--- src/rtl/alu4_reg.sv ---
// -----------------------------------------------------------------------------
// alu4_reg
//
// Registered 4-bit ALU with NZCV condition flags, used as the execute stage of
// a small 4-bit datapath. One of eight operations is computed combinationally
// from a, b and op. The result and its flags are captured on every rising clock
// edge, which gives a latency of one cycle and a throughput of one operation
// per cycle.
//
// Ports:
//   clk     in   1  clock; all state updates on the rising edge
//   rst     in   1  asynchronous, active-high reset; clears all outputs
//   a       in   4  operand A
//   b       in   4  operand B
//   op      in   3  operation select (see op_e)
//   result  out  4  registered result
//   c       out  1  registered carry (for subtract: 1 = no borrow)
//   n       out  1  registered negative flag (result[3])
//   z       out  1  registered zero flag
//   v       out  1  registered signed-overflow flag
// -----------------------------------------------------------------------------
module alu4_reg (
    input  logic       clk,
    input  logic       rst,
    input  logic [3:0] a,
    input  logic [3:0] b,
    input  logic [2:0] op,
    output logic [3:0] result,
    output logic       c,
    output logic       n,
    output logic       z,
    output logic       v
);

    typedef enum logic [2:0] {
        OP_NOT_A = 3'b000,
        OP_NOT_B = 3'b001,
        OP_AND   = 3'b010,
        OP_OR    = 3'b011,
        OP_XOR   = 3'b100,
        OP_XNOR  = 3'b101,
        OP_ADD   = 3'b110,
        OP_SUB   = 3'b111
    } op_e;

    op_e op_sel;
    assign op_sel = op_e'(op);

    // One adder serves both add and subtract. Subtract is a + ~b + 1, so the
    // carry out reads as "no borrow".
    logic       is_sub;
    logic [3:0] b_eff;
    logic [4:0] sum;

    assign is_sub = (op_sel == OP_SUB);
    assign b_eff  = is_sub ? ~b : b;
    assign sum    = {1'b0, a} + {1'b0, b_eff} + {4'b0000, is_sub};

    logic [3:0] r_next;
    logic       c_next;
    logic       v_next;

    always_comb begin
        // NOTE: every output of this block gets a default first, so no path
        // through the case can leave one unassigned and infer a latch.
        r_next = 4'b0000;
        c_next = 1'b0;
        v_next = 1'b0;
        case (op_sel)
            OP_NOT_A: r_next = ~a;
            OP_NOT_B: r_next = ~b;
            OP_AND:   r_next = a & b;
            OP_OR:    r_next = a | b;
            OP_XOR:   r_next = a ^ b;
            OP_XNOR:  r_next = ~(a ^ b);
            OP_ADD, OP_SUB: begin
                r_next = sum[3:0];
                c_next = sum[4];
                // Overflow when both adder inputs share a sign that the sum
                // does not. Using b_eff covers add and subtract with one term.
                v_next = (a[3] == b_eff[3]) && (sum[3] != a[3]);
            end
        endcase
    end

    always_ff @(posedge clk or posedge rst) begin
        // NOTE: state is updated with non-blocking assignments, so every
        // register samples the values from before this edge.
        if (rst) begin
            // z is cleared as well, on purpose. It is not derived from the
            // zeroed result.
            result <= 4'b0000;
            c      <= 1'b0;
            n      <= 1'b0;
            z      <= 1'b0;
            v      <= 1'b0;
        end else begin
            result <= r_next;
            c      <= c_next;
            n      <= r_next[3];
            z      <= (r_next == 4'b0000);
            v      <= v_next;
        end
    end

endmodule

--- config.mk ---
export PLATFORM = sky130hd
export DESIGN_NAME = alu4_reg
export DESIGN_NICKNAME = d
export VERILOG_FILES = /design/src/rtl/alu4_reg.sv
export SDC_FILE = /design/constraint.sdc
export NUM_CORES = 1
export LEC_CHECK = 0
export CAP_MARGIN = 20
export CELL_PAD_IN_SITES_DETAIL_PLACEMENT = 0
export CELL_PAD_IN_SITES_GLOBAL_PLACEMENT = 2
export CORE_UTILIZATION = 30
export CTS_BUF_LIST = sky130_fd_sc_hd__clkbuf_16
export CTS_CLUSTER_SIZE = 40
export DETAILED_ROUTE_END_ITERATION = 12
export MAX_ROUTING_LAYER = met4
export PLACE_DENSITY_LB_ADDON = 0.25
export RECOVER_POWER = 50
export SLEW_MARGIN = 10
export SYNTH_ARGS = -nofsm -noshare
export SYNTH_HDL_FRONTEND = slang
export SYNTH_SLANG_ARGS = --single-unit
--- constraint.sdc ---
create_clock -name clk -period 0.8 [get_ports clk]
set_input_delay 0.16 -clock clk [delete_from_list [all_inputs] [get_ports clk]]
set_output_delay 0.16 -clock clk [all_outputs]
set_load 0.005 [all_outputs]
======== Yosys cells after proc, flatten, opt, wreduce, memory -nomap -nowiden ========
Cells that the tools add are included.
word-level totals
  output and inout port bits .............. 8
  bits of input ports ..................... 13
  flip-flop bits (word level) ............. 8
cells by class
  reductions and logical operators ........ 4
  bitwise operators ....................... 6
  mux-type cells .......................... 4
  equal/unequal tests ..................... 9
  add/subtract/negate cells ............... 2
operator list
  operator            number
  $pmux 4 s7          1
  $eq 3x3->1 const B  4
  $not 4->4           3
  $eq 3x2->1 const B  2
  $add 4x4->5         1
  $add 5x1->5         1
  $and 4x4->4         1
  $logic_not 4->1     1
  $mux 4              1
  $or 4x4->4          1
  $xor 4x4->4         1
  $eq 3x1->1 const B  1
  $logic_not 3->1     1
  $mux 1              2
  $reduce_or 2->1     1
  $eq 1x1->1          1
  $logic_and 1x1->1   1
  $ne 1x1->1          1

======== Depth between registers and ports, before layout ========
Gate-level depths: netlist of run 1.
  depth in word-level cells ............... 7
  depth in mapped cells ................... 9

======== Least setup slack after synthesis of run 1 ========
Ideal clock, no wire load.
  path type ............................... input to register
  start ................................... in op[1]
  end ..................................... reg z
  setup slack ............................. -969 ps
  required time ........................... 704 ps
  arrival ................................. 1673 ps
  buffers on the path ..................... 1
  library setup time ...................... 96 ps
  stages on the path ...................... 9
  cells stage by stage .................... buf_4 nand3_2 xnor2_1 fa_1 xnor2_1 nor2_1 a21oi_1 o21ai_1 nor4_2
between the ends
  longest elaborated chain between the ends .. 6
  elaborated cells on any way between the ends .. 14
  classes of those cells .................. add/sub: 2; eq/ne: 7; mux: 2; reduce/logical: 3
ends and longest elaborated chain
  what                    line    text
  start: declaration      27      input logic [2:0] op,
  $eq 3x3->1              55, 69
  $mux 4                  56      assign b_eff = is_sub ? ~b : b;
  $add 4x4->5             57      assign sum = {1'b0, a} + {1'b0, b_eff} + {4'b0000, is_sub};
  $add 5x1->5             57
  $pmux 4 s7 *            69      case (op_sel)
  named net r_next[2]     59      logic [3:0] r_next;
  $logic_not 4->1 *       101     z <= (r_next == 4'b0000);
  end signal: assignment  101
  end: declaration        31      output logic z,
The timed path passes the listed nets; every way through them passes the cells marked *.

======== Worst setup path after layout of run 1 ========
  start ................................... in op[0]
  end ..................................... reg z
The elaborated chain is that of the path after synthesis.

==> impl_metrics.ini, run 1 <==
[yosys]
synth_warnings = 0
synth_fp_nets = 122
synth_edf_count = 0
synthCells = 96
ys.flop_type = dfrtp_1
yosys_register_bits = 7
synthArstFlopShare_pct = 100
ys_seq_area_share_pct = 21.0
synth_area_um2 = 835
synth_cell_types = 37
avgSynthCellArea_um2 = 8.69

[drt]
ant_nets = 0
detail_route.wl_per_cell_um = 11.8
dr.pass1.iters = 3
dr.first_iter.drc_count = 5
drt_wl_total_mm = 1.99
vias = 809
drcViolationCount = 0
avgViaCountPerCell = 4.82

[power]
swShare_pct = 26.4
power_density_nw_per_um2 = 1450
total_power_w = 0.00191
clkPwrFrac_pct = 44.1
combPwrFrac_pct = 34.6
leakagePower_nw = 0.655
internal_power_w = 0.00140
vdd_drop_max_uv = 2290
seq_power_share_pct = 21.3
power.switching_w = 0.000504

[placement]
io_buffers = 20
post-place-ws_ns = -1.41
placed_cells = 158
hpwl_mm = 1.52
routabilityCongestion = 0.760

[clock_network]
cts_sinks = 7
cts_buffers = 3
h-tree-depth = 1
cts_hold_buf = 0
ctsLongestPathBuffers = 2
cts_tree = done
root_buffer = clkbuf_16
clk_pin_slew_ns = 0.04

[floorplan]
rows = 18
io_pins = 21
dieArea_um2 = 3000
coreArea_um2 = 2540
initial_core_util_pct = 32.8
die_h_um = 54.7
die_w_um = 54.7

[sta]
fin_crit_sh_pct = 181
slew_headroom_pct = 79.1
worstMarginPinSlew_ns = 0.312
holdWs_ns = 0.295
max_freq_mhz = 690
final-setup-viol-count = 15
fin_ws_ns = -0.650
rsz0062_at_grt = yes
period_minus_slack_ns = 1.45
final-hold-violation-count = 0
slew_viol_final = 0

[final_layout]
nets = 165
drive_gt1_share_pct = 44.2
final_cells = 168
utilization_pct = 51.8
antenna_cells = 0
area_growth_pct = 58.0

[setup_path]
endpoint_kind = register
startpoint = op[0]
cp-start-kind = input pin
cp_max_fo = 4
critical_path_arrival_ns = 1.59
cp.required_ns = 0.94
crit_type = in -> reg

[global_routing]
grt_use_total_pct = 16.2
grt_pass1_vias = 765
grt_pass1_wl_mm = 3.26
grt_remaining_overflow = 0
grt_max_degree = 17
antenna_found_initial = 0

[run]
maxCapViolations = 0

[worst_hold_path]
hp-class = in -> async

[outcome]
status = complete, but fails checks
violations = setup timing
[cell usage after synthesis (3+ instances only)]
cell | count | area [µm²]
ha_1 | 12 | 150
inv_1 | 11 | 41.3
a21oi_1 | 7 | 35.0
dfrtp_1 | 7 | 175
nand2_1 | 6 | 22.5
nor2_1 | 5 | 18.8
xnor2_1 | 5 | 43.8
o21ai_0 | 4 | 20.0
buf_4 | 3 | 22.5
[power by group through the flow]
stage | combinational [W] | clock [W] | sequential (W)
3_3_place_gp | 0.000634 | 0 | 0.000411
6_report | 0.000660 | 0.000842 | 0.000406
4_1_cts | 0.000631 | 0.000854 | 0.000408
5_1_grt | 0.000740 | 0.000870 | 0.000412
3_5_place_dp | 0.000643 | 0 | 0.000414
2_1_floorplan | 0.000350 | 0 | 0.000417
[metrics by stage]
step / instance area [µm²] / TNS [ns]
after global routing: 1320 / -5.05
final: 1320 / -4.32
after CTS: 1270 / -4.42
after floorplan: 875 / -4.46
after detailed placement: 1190 / -10.06
after global placement: 1190 / -9.87
[routing by layer]
metal  track usage [%]  up-vias  routed length (µm)
li1                  -      414                   -
met2              30.7       19                1030
met4              8.97        0                  39
met5                 -        -                   0
met1              16.2      372                 859
met3             0.833        4                  56
[cell families (layout without fill, tap and decap cells)]
family | Yosys count | in the layout | synth area share [%]
buffers and inverters | 18 | 60 | 11.4
xor gates and xnor gates | 5 | 5 | 5.25
muxes | 3 | 3 | 3.75
adders and majority gates | 13 | 13 | 20.4
DFF | 7 | 7 | 21.0
and+or+nand+nor | 26 | 26 | 18.7
AOI/OAI and AO/OA | 24 | 24 | 19.5
[placed cells by master, fill, tap and decap left out, drive strengths merged, types with 2 or more instances in the layout]
cell type / netlist / routed
nor2b: 2 / 2
a211oi: 2 / 2
dlygate4sd2: 0 / 3
nor2: 5 / 5
buf: 6 / 39
clkbuf: 0 / 3
nand2: 6 / 6
a21oi: 7 / 7
o21ai: 5 / 5
xnor2: 5 / 5
inv: 12 / 13
dfrtp: 7 / 7
nand3: 3 / 3
o211ai: 2 / 2
and2: 2 / 2
nor3: 2 / 2
or2: 2 / 2
ha: 12 / 12
mux2i: 2 / 2
[layout make-up]
class / instances / area [µm²]
Clock buffer: 3 / 75.1
Multi-Input combinational cell: 71 / 624
Tap cell: 30 / 37.5
Clock inverter: 1 / 3.75
Sequential cell: 7 / 175
Timing Repair Buffer: 44 / 353
Inverter: 12 / 50.0
Fill cell: 253 / 1230
[timing repair]
| item | CTS | global route |
|---|---|---|
| cloned | 0 | 0 |
| hold endpoints to repair | 0 | 0 |
| gates resized for setup | 71 | 15 |
| endpoints found under the setup margin | 15 | 15 |
| pin swaps | 15 | 5 |
| buffers inserted | 4 | 2 |
[final timing paths]
| check | to | slack, ns |
|---|---|---|
| hold / removal | result[1]$_DFF_PP0_ | 0.30 |
| min in group clk | z$_DFF_PP0_ | 0.46 |
| max in group asynchronous | result[0]$_DFF_PP0_ | 0.30 |
| setup / recovery | z$_DFF_PP0_ | -0.65 |
[sequential cells by signal, summed over array words and instances, names as in the netlist]
register and cells:
z 1, c 1, n 1, v 1, result 3
[worst max-delay path, cell delays in order]
cell     delay [ns]
buf_6          0.08
nand3_4        0.12
xnor2_2        0.18
fa_2           0.36
xnor2_1        0.15
nor2_1         0.06
a21oi_1        0.11
o21ai_1        0.10
nor4_2         0.26
(Power assumes the default switching activity.)
==> inputs of run 2 (changes only) <==
- PLACE_DENSITY: default -> 0.88
- PLACE_DENSITY_LB_ADDON: 0.25 -> default
- SKIP_LAST_GASP: default -> 1
==> impl_metrics.ini, run 2 (synthesized netlist as in run 1, its figures left out) <==
[setup_path]
cp.required_ns = 0.90
cp_max_fo = 4
endpoint_kind = register
cp-start-kind = input pin
critical_path_arrival_ns = 1.56
crit_type = in -> reg

[drt]
drcViolationCount = 0
dr.pass1.iters = 3
detail_route.wl_per_cell_um = 12.3
vias = 807
dr.first_iter.drc_count = 8
avgViaCountPerCell = 4.86
ant_nets = 0
drt_wl_total_mm = 2.05

[clock_network]
cts_buffers = 3
ctsLongestPathBuffers = 2
clk_pin_slew_ns = 0.04
cts_tree = done
root_buffer = clkbuf_16
h-tree-depth = 1
cts_sinks = 7

[global_routing]
grt_pass1_vias = 793
grt_max_degree = 17
grt_pass1_wl_mm = 3.35
grt_use_total_pct = 15.9
antenna_found_initial = 0
grt_remaining_overflow = 0

[sta]
period_minus_slack_ns = 1.46
worstMarginPinSlew_ns = 0.276
fin_crit_sh_pct = 182
slew_headroom_pct = 81.5
fin_ws_ns = -0.655
final-hold-violation-count = 0
slew_viol_final = 0
rsz0062_at_grt = yes
final-setup-viol-count = 15
max_freq_mhz = 687

[floorplan]
io_pins = 21
rows = 18
die_w_um = 54.7
dieArea_um2 = 3000
die_h_um = 54.7
coreArea_um2 = 2540
initial_core_util_pct = 32.8

[placement]
io_buffers = 20
hpwl_mm = 1.63
place_area_um2 = 1200
routabilityCongestion = 0.816

[final_layout]
final_cell_mix = buf_4, inv_1, buf_2
antenna_cells = 0
largest_reg_flops = 3
final_area_um2 = 1380
area_growth_pct = 65.4
utilization_pct = 54.2
nets = 163
drive_gt1_share_pct = 50.7
final_common_cell = buf_4
top_register = result

[outcome]
violations = setup timing
status = complete, but fails checks

[worst_hold_path]
hp-class = in -> async

[run]
maxCapViolations = 0

[power]
leakagePower_nw = 0.661
power_density_nw_per_um2 = 1410
vdd_drop_max_uv = 1320
## run 2: where the power goes
part           switching [W]  leakage [nW]  internal [W]
logic               0.000335         0.530      0.000391
clock network       0.000174        0.0423      0.000649
registers         0.00000905        0.0886      0.000395
total               0.000518         0.661       0.00143
## run 2: area by class of cell
class                           instances  area (µm²)
Clock buffer                            3        75.1
Multi-Input combinational cell         71         686
Tap cell                               30        37.5
Sequential cell                         7         175
Clock inverter                          1        3.75
Fill cell                             237        1160
Timing Repair Buffer                   42         353
Inverter                               12        50.0
## run 2: routing by layer
| metal | wire length (µm) | GRT usage, % | vias to the layer above |
|---|---|---|---|
| met5 | 0 | - | - |
| met2 | 1080 | 32.1 | 17 |
| li1 | - | - | 414 |
| met3 | 78 | 1.67 | 2 |
| met1 | 863 | 16.6 | 374 |
| met4 | 24 | 1.28 | 0 |
## run 2: worst max-delay path: stages
cell and delay, ns:
dlygate4sd2_1 0.32, inv_1 0.12, ha_4 0.25, mux2_1 0.31, o221ai_2 0.14, o31ai_2 0.10, nand3_2 0.10, nor4_2 0.05
## run 2: path summary, 6_finish.rpt
check	cells past startpoint	from	slack, ns	endpoint
worst min-delay path	2	rst	0.30	result[0]$_DFF_PP0_
max in group asynchronous	2	rst	0.29	c$_DFF_PP0_
min in group clk	4	b[0]	0.47	result[0]$_DFF_PP0_
worst max-delay path	8	b[3]	-0.66	z$_DFF_PP0_
## run 2: per-stage QoR
step / hold WS (ns) / cells / worst slack (ns) / TNS (ns) / power (W)
after floorplan: -0.0366 / 96 / -0.836 / -4.46 / 0.000768
after global placement: 0.393 / 159 / -1.37 / -9.79 / 0.00104
after detailed placement: 0.402 / 159 / -1.44 / -10.15 / 0.00107
after CTS: 0.179 / 166 / -0.673 / -4.16 / 0.00191
after global routing: 0.339 / 166 / -0.746 / -4.75 / 0.00207
final: 0.304 / 166 / -0.655 / -4.03 / 0.00195
## run 2: what timing repair did
item	CTS	global route
cloned	0	0
gates resized for setup	92	9
pin swaps	23	1
setup buffers	3	0
hold buffers	0	0
setup endpoints to repair	15	15
==> inputs of run 3 (changes only) <==
- CORE_MARGIN: default -> 1
==> results of run 3 <==
No change in the layout: final DEF, timing and power equal those of run 2.
